File: src/rtl/led_fade_ctrl_pkg.sv
// Shared definitions for the LED fade controller: channel FSM states,
// default intensity width and a counter-sizing helper.
package led_fade_ctrl_pkg;

  localparam int DEFAULT_WIDTH = 12;
  localparam int NUM_CHAN      = 4;

  typedef enum logic [2:0] {
    ST_IDLE   = 3'd0,
    ST_UP     = 3'd1,
    ST_HOLD_H = 3'd2,
    ST_DOWN   = 3'd3,
    ST_HOLD_L = 3'd4
  } state_t;

  // Bits needed to hold every value in 0..maxVal (at least one bit).
  function automatic int cntWidth(input int maxVal);
    return (maxVal < 2) ? 1 : $clog2(maxVal + 1);
  endfunction

endpackage

File: src/rtl/led_fade_channel.sv
// One breathing channel: switch synchroniser, ramp/hold sequencer, shadowed
// intensity register and the registered PWM compare driving the LED.
module led_fade_channel
  import led_fade_ctrl_pkg::*;
#(
  parameter int WIDTH      = DEFAULT_WIDTH,
  parameter int MAX_INTENS = 4094,
  parameter int MIN_INTENS = 0,
  parameter int HOLD_STEPS = 512
) (
  input  logic             i_clk,
  input  logic             i_rstn,
  input  logic             i_sw,
  input  logic             i_tick,
  input  logic [WIDTH-1:0] i_pwmCnt,
  input  logic             i_periodEnd,
  output logic             o_led,
  output logic [WIDTH-1:0] o_intens,
  output logic             o_active
);

  localparam int HW = cntWidth(HOLD_STEPS);

  localparam logic [WIDTH-1:0] MAX_LVL   = WIDTH'(MAX_INTENS);
  localparam logic [WIDTH-1:0] MAX_M1    = WIDTH'(MAX_INTENS - 1);
  localparam logic [WIDTH-1:0] MIN_LVL   = WIDTH'(MIN_INTENS);
  localparam logic [WIDTH-1:0] LVL_ONE   = WIDTH'(1);
  localparam logic [HW-1:0]    HOLD_LAST = HW'(HOLD_STEPS - 1);
  localparam logic [HW-1:0]    HOLD_ONE  = HW'(1);

  logic             r_sync0;
  logic             r_sync1;
  logic             w_swq;
  state_t           r_state;
  state_t           w_stateNxt;
  logic [WIDTH-1:0] r_lvl;
  logic [WIDTH-1:0] w_lvlNxt;
  logic [WIDTH-1:0] w_floor;
  logic [HW-1:0]    r_holdCnt;
  logic [HW-1:0]    w_holdNxt;
  logic [WIDTH-1:0] r_intens;
  logic             r_led;

  always_ff @(posedge i_clk or negedge i_rstn) begin
    if (!i_rstn) begin
      r_sync0 <= 1'b0;
      r_sync1 <= 1'b0;
    end else begin
      r_sync0 <= i_sw;
      r_sync1 <= r_sync0;
    end
  end

  assign w_swq   = r_sync1;
  // A released switch fades all the way to 0; a held one breathes down to MIN.
  assign w_floor = w_swq ? MIN_LVL : '0;

  always_ff @(posedge i_clk or negedge i_rstn) begin
    if (!i_rstn) begin
      r_state <= ST_IDLE;
    end else begin
      r_state <= w_stateNxt;
    end
  end

  always_comb begin
    w_stateNxt = r_state;
    if (i_tick) begin
      case (r_state)
        ST_IDLE: begin
          if (w_swq) begin
            w_stateNxt = ST_UP;
          end
        end
        ST_UP: begin
          if (!w_swq) begin
            w_stateNxt = ST_DOWN;
          end else if (r_lvl >= MAX_M1) begin
            w_stateNxt = ST_HOLD_H;
          end
        end
        ST_HOLD_H: begin
          if (!w_swq || (r_holdCnt == HOLD_LAST)) begin
            w_stateNxt = ST_DOWN;
          end
        end
        ST_DOWN: begin
          // No reversal mid-ramp: the switch only picks the floor and exit.
          if (r_lvl <= w_floor) begin
            w_stateNxt = w_swq ? ST_HOLD_L : ST_IDLE;
          end
        end
        ST_HOLD_L: begin
          if (!w_swq) begin
            w_stateNxt = ST_DOWN;
          end else if (r_holdCnt == HOLD_LAST) begin
            w_stateNxt = ST_UP;
          end
        end
        default: w_stateNxt = ST_IDLE;
      endcase
    end
  end

  always_comb begin
    w_lvlNxt  = r_lvl;
    w_holdNxt = r_holdCnt;
    if (i_tick) begin
      case (r_state)
        ST_IDLE: w_lvlNxt = '0;
        ST_UP: begin
          if (w_swq) begin
            if (r_lvl >= MAX_M1) begin
              w_lvlNxt  = MAX_LVL;
              w_holdNxt = '0;
            end else begin
              w_lvlNxt = r_lvl + LVL_ONE;
            end
          end
        end
        ST_HOLD_H, ST_HOLD_L: begin
          if (w_swq) begin
            w_holdNxt = r_holdCnt + HOLD_ONE;
          end
        end
        ST_DOWN: begin
          if (r_lvl > w_floor) begin
            w_lvlNxt = r_lvl - LVL_ONE;
          end else if (w_swq) begin
            w_holdNxt = '0;
          end
        end
        default: begin
          w_lvlNxt  = '0;
          w_holdNxt = '0;
        end
      endcase
    end
  end

  always_ff @(posedge i_clk or negedge i_rstn) begin
    if (!i_rstn) begin
      r_lvl     <= '0;
      r_holdCnt <= '0;
    end else begin
      r_lvl     <= w_lvlNxt;
      r_holdCnt <= w_holdNxt;
    end
  end

  // Intensity only changes on the last count of a PWM period, so a period
  // is never split between two duty values.
  always_ff @(posedge i_clk or negedge i_rstn) begin
    if (!i_rstn) begin
      r_intens <= '0;
      r_led    <= 1'b0;
    end else begin
      if (i_periodEnd) begin
        r_intens <= r_lvl;
      end
      r_led <= (i_pwmCnt < r_intens);
    end
  end

  assign o_led    = r_led;
  assign o_intens = r_intens;
  assign o_active = (r_state != ST_IDLE) || (r_intens != '0);

endmodule

File: src/rtl/led_fade_ctrl.sv
// Four-channel LED breathing controller: shared step prescaler and PWM
// counter feeding four independent fade channels.
module led_fade_ctrl
  import led_fade_ctrl_pkg::*;
#(
  parameter int WIDTH      = DEFAULT_WIDTH,
  parameter int STEP_DIV   = 24414,
  parameter int MAX_INTENS = 4094,
  parameter int MIN_INTENS = 0,
  parameter int HOLD_STEPS = 512
) (
  input  logic                      clk,
  input  logic                      rstn,
  input  logic [NUM_CHAN-1:0]       sw,
  output logic [NUM_CHAN-1:0]       led,
  output logic [NUM_CHAN*WIDTH-1:0] intens,
  output logic                      busy
);

  localparam int PW = cntWidth(STEP_DIV - 1);

  localparam logic [PW-1:0]    PRESC_LAST = PW'(STEP_DIV - 1);
  localparam logic [PW-1:0]    PRESC_ONE  = PW'(1);
  localparam logic [WIDTH-1:0] PWM_ONE    = WIDTH'(1);

  logic [PW-1:0]       r_presc;
  logic                w_tick;
  logic [WIDTH-1:0]    r_pwmCnt;
  logic                w_periodEnd;
  logic [NUM_CHAN-1:0] w_active;
  logic                r_busy;

  always_ff @(posedge clk or negedge rstn) begin
    if (!rstn) begin
      r_presc <= '0;
    end else if (r_presc == PRESC_LAST) begin
      r_presc <= '0;
    end else begin
      r_presc <= r_presc + PRESC_ONE;
    end
  end

  assign w_tick = (r_presc == PRESC_LAST);

  always_ff @(posedge clk or negedge rstn) begin
    if (!rstn) begin
      r_pwmCnt <= '0;
    end else begin
      r_pwmCnt <= r_pwmCnt + PWM_ONE;
    end
  end

  assign w_periodEnd = &r_pwmCnt;

  for (genvar g = 0; g < NUM_CHAN; g++) begin : g_chan
    led_fade_channel #(
      .WIDTH      (WIDTH),
      .MAX_INTENS (MAX_INTENS),
      .MIN_INTENS (MIN_INTENS),
      .HOLD_STEPS (HOLD_STEPS)
    ) u_chan (
      .i_clk       (clk),
      .i_rstn      (rstn),
      .i_sw        (sw[g]),
      .i_tick      (w_tick),
      .i_pwmCnt    (r_pwmCnt),
      .i_periodEnd (w_periodEnd),
      .o_led       (led[g]),
      .o_intens    (intens[g*WIDTH +: WIDTH]),
      .o_active    (w_active[g])
    );
  end

  always_ff @(posedge clk or negedge rstn) begin
    if (!rstn) begin
      r_busy <= 1'b0;
    end else begin
      r_busy <= |w_active;
    end
  end

  assign busy = r_busy;

endmodule

File: config.mk
export PLATFORM = sky130hd
export DESIGN_NAME = led_fade_ctrl
export DESIGN_NICKNAME = d
export VERILOG_FILES = /design/src/rtl/led_fade_ctrl_pkg.sv /design/src/rtl/led_fade_channel.sv /design/src/rtl/led_fade_ctrl.sv
export SDC_FILE = /design/constraint.sdc
export NUM_CORES = 1
export LEC_CHECK = 0
export BUFFER_PORTS_ARGS = -buffer_cell sky130_fd_sc_hd__buf_2
export CORE_ASPECT_RATIO = 0.7
export CORE_MARGIN = 4
export CORE_UTILIZATION = 40
export DETAILED_ROUTE_END_ITERATION = 16
export RECOVER_POWER = 100
export SYNTH_ARGS = -nofsm -noshare
export SYNTH_HDL_FRONTEND = slang
export SYNTH_SLANG_ARGS = --single-unit
export TNS_END_PERCENT = 100
File: constraint.sdc
create_clock -name clk -period 3.8 [get_ports clk]
set_clock_uncertainty 0.15 [all_clocks]
set_input_delay 0.95 -clock clk [delete_from_list [all_inputs] [get_ports clk]]
set_output_delay 0.95 -clock clk [all_outputs]
set_load 0.1 [all_outputs]
==> summary.md <==
Run status
- result of the run: finished, violations left
- failing checks: max-capacitance violations, max-slew violations

Clocking
- Clk pin slew, worst setup/hold paths: 0.08 ns
- cell at the root of the clock tree: clkbuf_16
- total number of clock tree sinks: 188
- maximum level of the CTS H-tree: 4
- CTS hold repair buffers: 0
- number of setup buffers added after CTS: 0
- total CTS buffers: 17
- post-CTS sizing: 0
- buffer depth of the longest clock path: 2
- TritonCTS clock tree: done
- insertion delay to the later sink of the worst-skew pair: 0.46 ns

Critical path
- arrival time of data at the critical path endpoint: 3.56 ns
- Crit path buffers/inverters: 1
- critical path cell sequence: inv_1, ha_1, nor4bb_1, nand4b_1, or2_1, nor4_1, o21ai_0, o21ai_0
- critical-path cell with the highest stage delay: nor4_1
- Critical Path End Type: register
- Worst Path Max Fanout: 16
- CP Launch Type: register
- family of cells with the greatest summed delay on the critical path: simple AND/OR/NAND/NOR gates
- most used cell, CP: o21ai_0
- required time of the worst setup path: 4.02 ns
- longest individual stage delay on the worst path: 0.82 ns
- Worst Path Class, Setup: register to register

Synthesis
- cell type with the highest aggregate area in the netlist: dfrtp_1
- fraction of the yosys area taken by sequential cells: 38.9%
- number of nets produced by synthesis: 1,495
- fraction of registers with async set/reset: 100%
- largest cells by area after synthesis: dfrtp_1, ha_1, o21ai_0
- post-synth top area share: 38.9%
- total of warnings raised by yosys: 0
- flop and latch count out of synthesis: 188
- synthesized instance count: 1,422
- synthesized area per cell: 8.50 µm²
- EDFF count, synth: 0
- unique cell type count in the Yosys netlist: 86
- Top FF cell, synth: dfrtp_1
- total standard cell area after synthesis: 12,100 µm²

STA
- final worst setup slack: 0.459 ns
- slew at the pin with the worst max-slew slack: 1.95 ns
- setup violation total in the final timing report: 0
- final count of hold timing violations: 0
- unrepaired setup endpoints after global routing: no
- Tmin final: 3.34 ns
- final sum of negative setup slack: 0 ns
- number of max-slew violations in the final report: 165
- peak clock frequency supported by timing: 299 MHz
- Slew Limit Headroom: -29.9%
- ratio of final minimum period to clock period: 87.9%

GRT
- pin count of the biggest net entering global routing: 73
- leftover overflow at the end of global routing: 0
- global-route wire length before repair: 55,400 µm
- vias in the first global route: 9,923
- Global Route Usage Sum: 20.5%
- antenna violations before repair: 0

Floorplan
- die extent in y: 153 µm
- number of cell rows: 52
- core area: 29,300 µm²
- die outline area: 33,100 µm²
- width of the die: 216 µm
- Initial Utilization: 41.2%
- number of top-level design ports: 59

Detailed routing
- per-cell routed wire length: 18.1 µm
- Antenna Violating Nets Remaining: 0
- Iteration-0 DRC Markers: 1,113
- vias: 10,800
- total iterations of the first detailed-routing run: 6
- total length of routed wires: 33,300 µm
- average via count per standard cell: 5.85
- number of design rule violations left after detail routing: 0

Placed design
- count of buffers inserted at the top-level ports: 58
- setup slack after placement: 0.628 ns
- half-perimeter wire length after placement: 24,100 µm
- DP Area: 12,700 µm²
- RD Place Congestion: 0.915

Layout
- layout cell share with drive strength beyond 1: 5.63%
- total number of nets in the final design: 1,498
- count of inserted antenna diode cells: 0
- Final Instance Area: 13,200 µm²
- Filler Cells Inserted: 2,884
- area growth from synthesis to layout: 8.74%

Hold path
- path class of the lowest-slack min-delay path: register to register

Power and ir drop
- leakage power: 5.51 nW
- Peak supply drop: 0.183 mV
- Power Total: 3.97 mW
- power per standard cell area: 302 nW/µm²

Flow run
- MaxCap Viol Count: 3

-- cells by family after synthesis --
kind of cell	share of synthesized area (%)
adder cells (fa/ha/maj)	6.93
AO/OA/AOI/OAI	21.0
AND/OR/NAND/NOR	23.2
flip-flops	38.9
multiplexers	1.25
XOR/XNOR	2.97
buffers and inverters	5.81
-- worst reg2reg max path, cell delays in order, from the launching register on --
cell and delay, ns:
dfrtp_1 0.44, inv_1 0.08, ha_1 0.14, nor4bb_1 0.22, nand4b_1 0.34, or2_1 0.65, nor4_1 0.83, o21ai_0 0.20
o21ai_0 0.21
-- flip-flops by register name, summed over array words and instances, names as in the netlist --
name	count
g_chan.u_chan.o_intens	48
g_chan.u_chan.o_led	4
g_chan.u_chan.r_sync1	4
g_chan.u_chan.r_lvl	48
g_chan.u_chan.r_state	12
g_chan.u_chan.r_holdCnt	40
r_presc	15
busy	1
r_pwmCnt	12
g_chan.u_chan.r_sync0	4
-- final cells by class --
type	instances	area (µm²)	share of cell area, %
Sequential cell	188	4700	35.8
Multi-Input combinational cell	1064	6660	50.6
Clock inverter	14	173	1.31
Tap cell	405	507	3.85
Inverter	77	289	2.20
Timing Repair Buffer	77	379	2.88
Clock buffer	18	439	3.34
-- placed cells by master, fill, tap and decap left out, types with 10 or more instances in the layout --
cell type    n
clkbuf_16   17
o31ai_1     19
buf_4       11
a22o_1      10
xnor2_1     22
nand3_1     57
nand2b_1    22
o21ai_0    178
nand4_1     25
nor2_1      87
nor3_1      43
a21o_1      17
ha_1        67
dfrtp_1    188
nand2_1    137
inv_1       77
nor4_1      28
or3_1       16
a31oi_1     34
and3_1      39
a21oi_1     56
xor2_1      19
nor2b_1     15
clkbuf_1    57
-- final timing paths --
kind	endpoint	depth (start not counted)	from	slack, ns
worst max-delay path	g_chan[0].u_chan.r_lvl[0]	8	r_presc[1]	0.46
worst min-delay path	g_chan[2].u_chan.r_sync1	0	g_chan[2].u_chan.r_sync0	0.20
worst max register to register	g_chan[0].u_chan.r_lvl[0]	8	r_presc[1]	0.46
worst min register to register	g_chan[2].u_chan.r_sync1	0	g_chan[2].u_chan.r_sync0	0.20
max in group asynchronous	g_chan[1].u_chan.r_holdCnt[9]	2	rstn	1.19
min in group asynchronous	g_chan[3].u_chan.r_holdCnt[4]	1	rstn	0.88
-- metrics by stage --
stage	hold slack, ns	util [%]	instances
5_1_grt	0.210	44.8	1843
3_5_place_dp	0.186	43.2	1811
3_3_place_gp	0.183	43.2	1811
2_1_floorplan	0.181	-	1422
6_report	0.201	44.8	1843
4_1_cts	0.204	45.2	1843
-- cells in the mapped netlist, types with 5 or more instances --
| cell | instances |
|---|---|
| and4_1 | 7 |
| and2_1 | 7 |
| a22o_1 | 10 |
| a211o_1 | 5 |
| nor2_1 | 86 |
| xnor2_1 | 22 |
| inv_1 | 77 |
| and3_1 | 40 |
| a21o_1 | 17 |
| o21ai_0 | 163 |
| nand2b_1 | 22 |
| a21oi_1 | 56 |
| o21ai_1 | 22 |
| nor3_1 | 43 |
| a41oi_1 | 6 |
| a31oi_1 | 34 |
| or2_2 | 6 |
| o211ai_1 | 8 |
| mux2_2 | 7 |
| nor3b_1 | 7 |
| o22ai_1 | 9 |
| nand3_1 | 57 |
| buf_2 | 10 |
| nand2_1 | 137 |
| nor2b_1 | 15 |
| dfrtp_1 | 188 |
| or3_1 | 15 |
| clkbuf_1 | 62 |
| nor4_1 | 27 |
| mux2i_1 | 5 |
| buf_1 | 12 |
| o21a_1 | 9 |
| o31ai_1 | 19 |
| ha_1 | 67 |
| xor2_1 | 19 |
| or4_1 | 9 |
| buf_6 | 5 |
| nand4_1 | 24 |
| a2bb2oi_1 | 5 |
-- report_power, final --
| group | switching (mW) | internal (mW) | leakage, nW | total (mW) |
|---|---|---|---|---|
| sequential | 0.00740 | 2.00 | 2.58 | 2.01 |
| clock | 0.890 | 1.01 | 0.289 | 1.90 |
| combinational | 0.0460 | 0.0106 | 2.65 | 0.0566 |
-- per-layer routing --
metal / global-route usage (%) / vias to the layer above / share of wire, %
met3: 5.14 / 35 / 6.7
met4: 4.87 / 0 / 1.4
met2: 28.0 / 359 / 41
met5: 0 / - / 0
met1: 32.0 / 5208 / 51
li1: - / 5175 / -
No activity file was read; power rests on OpenSTA's default activity.
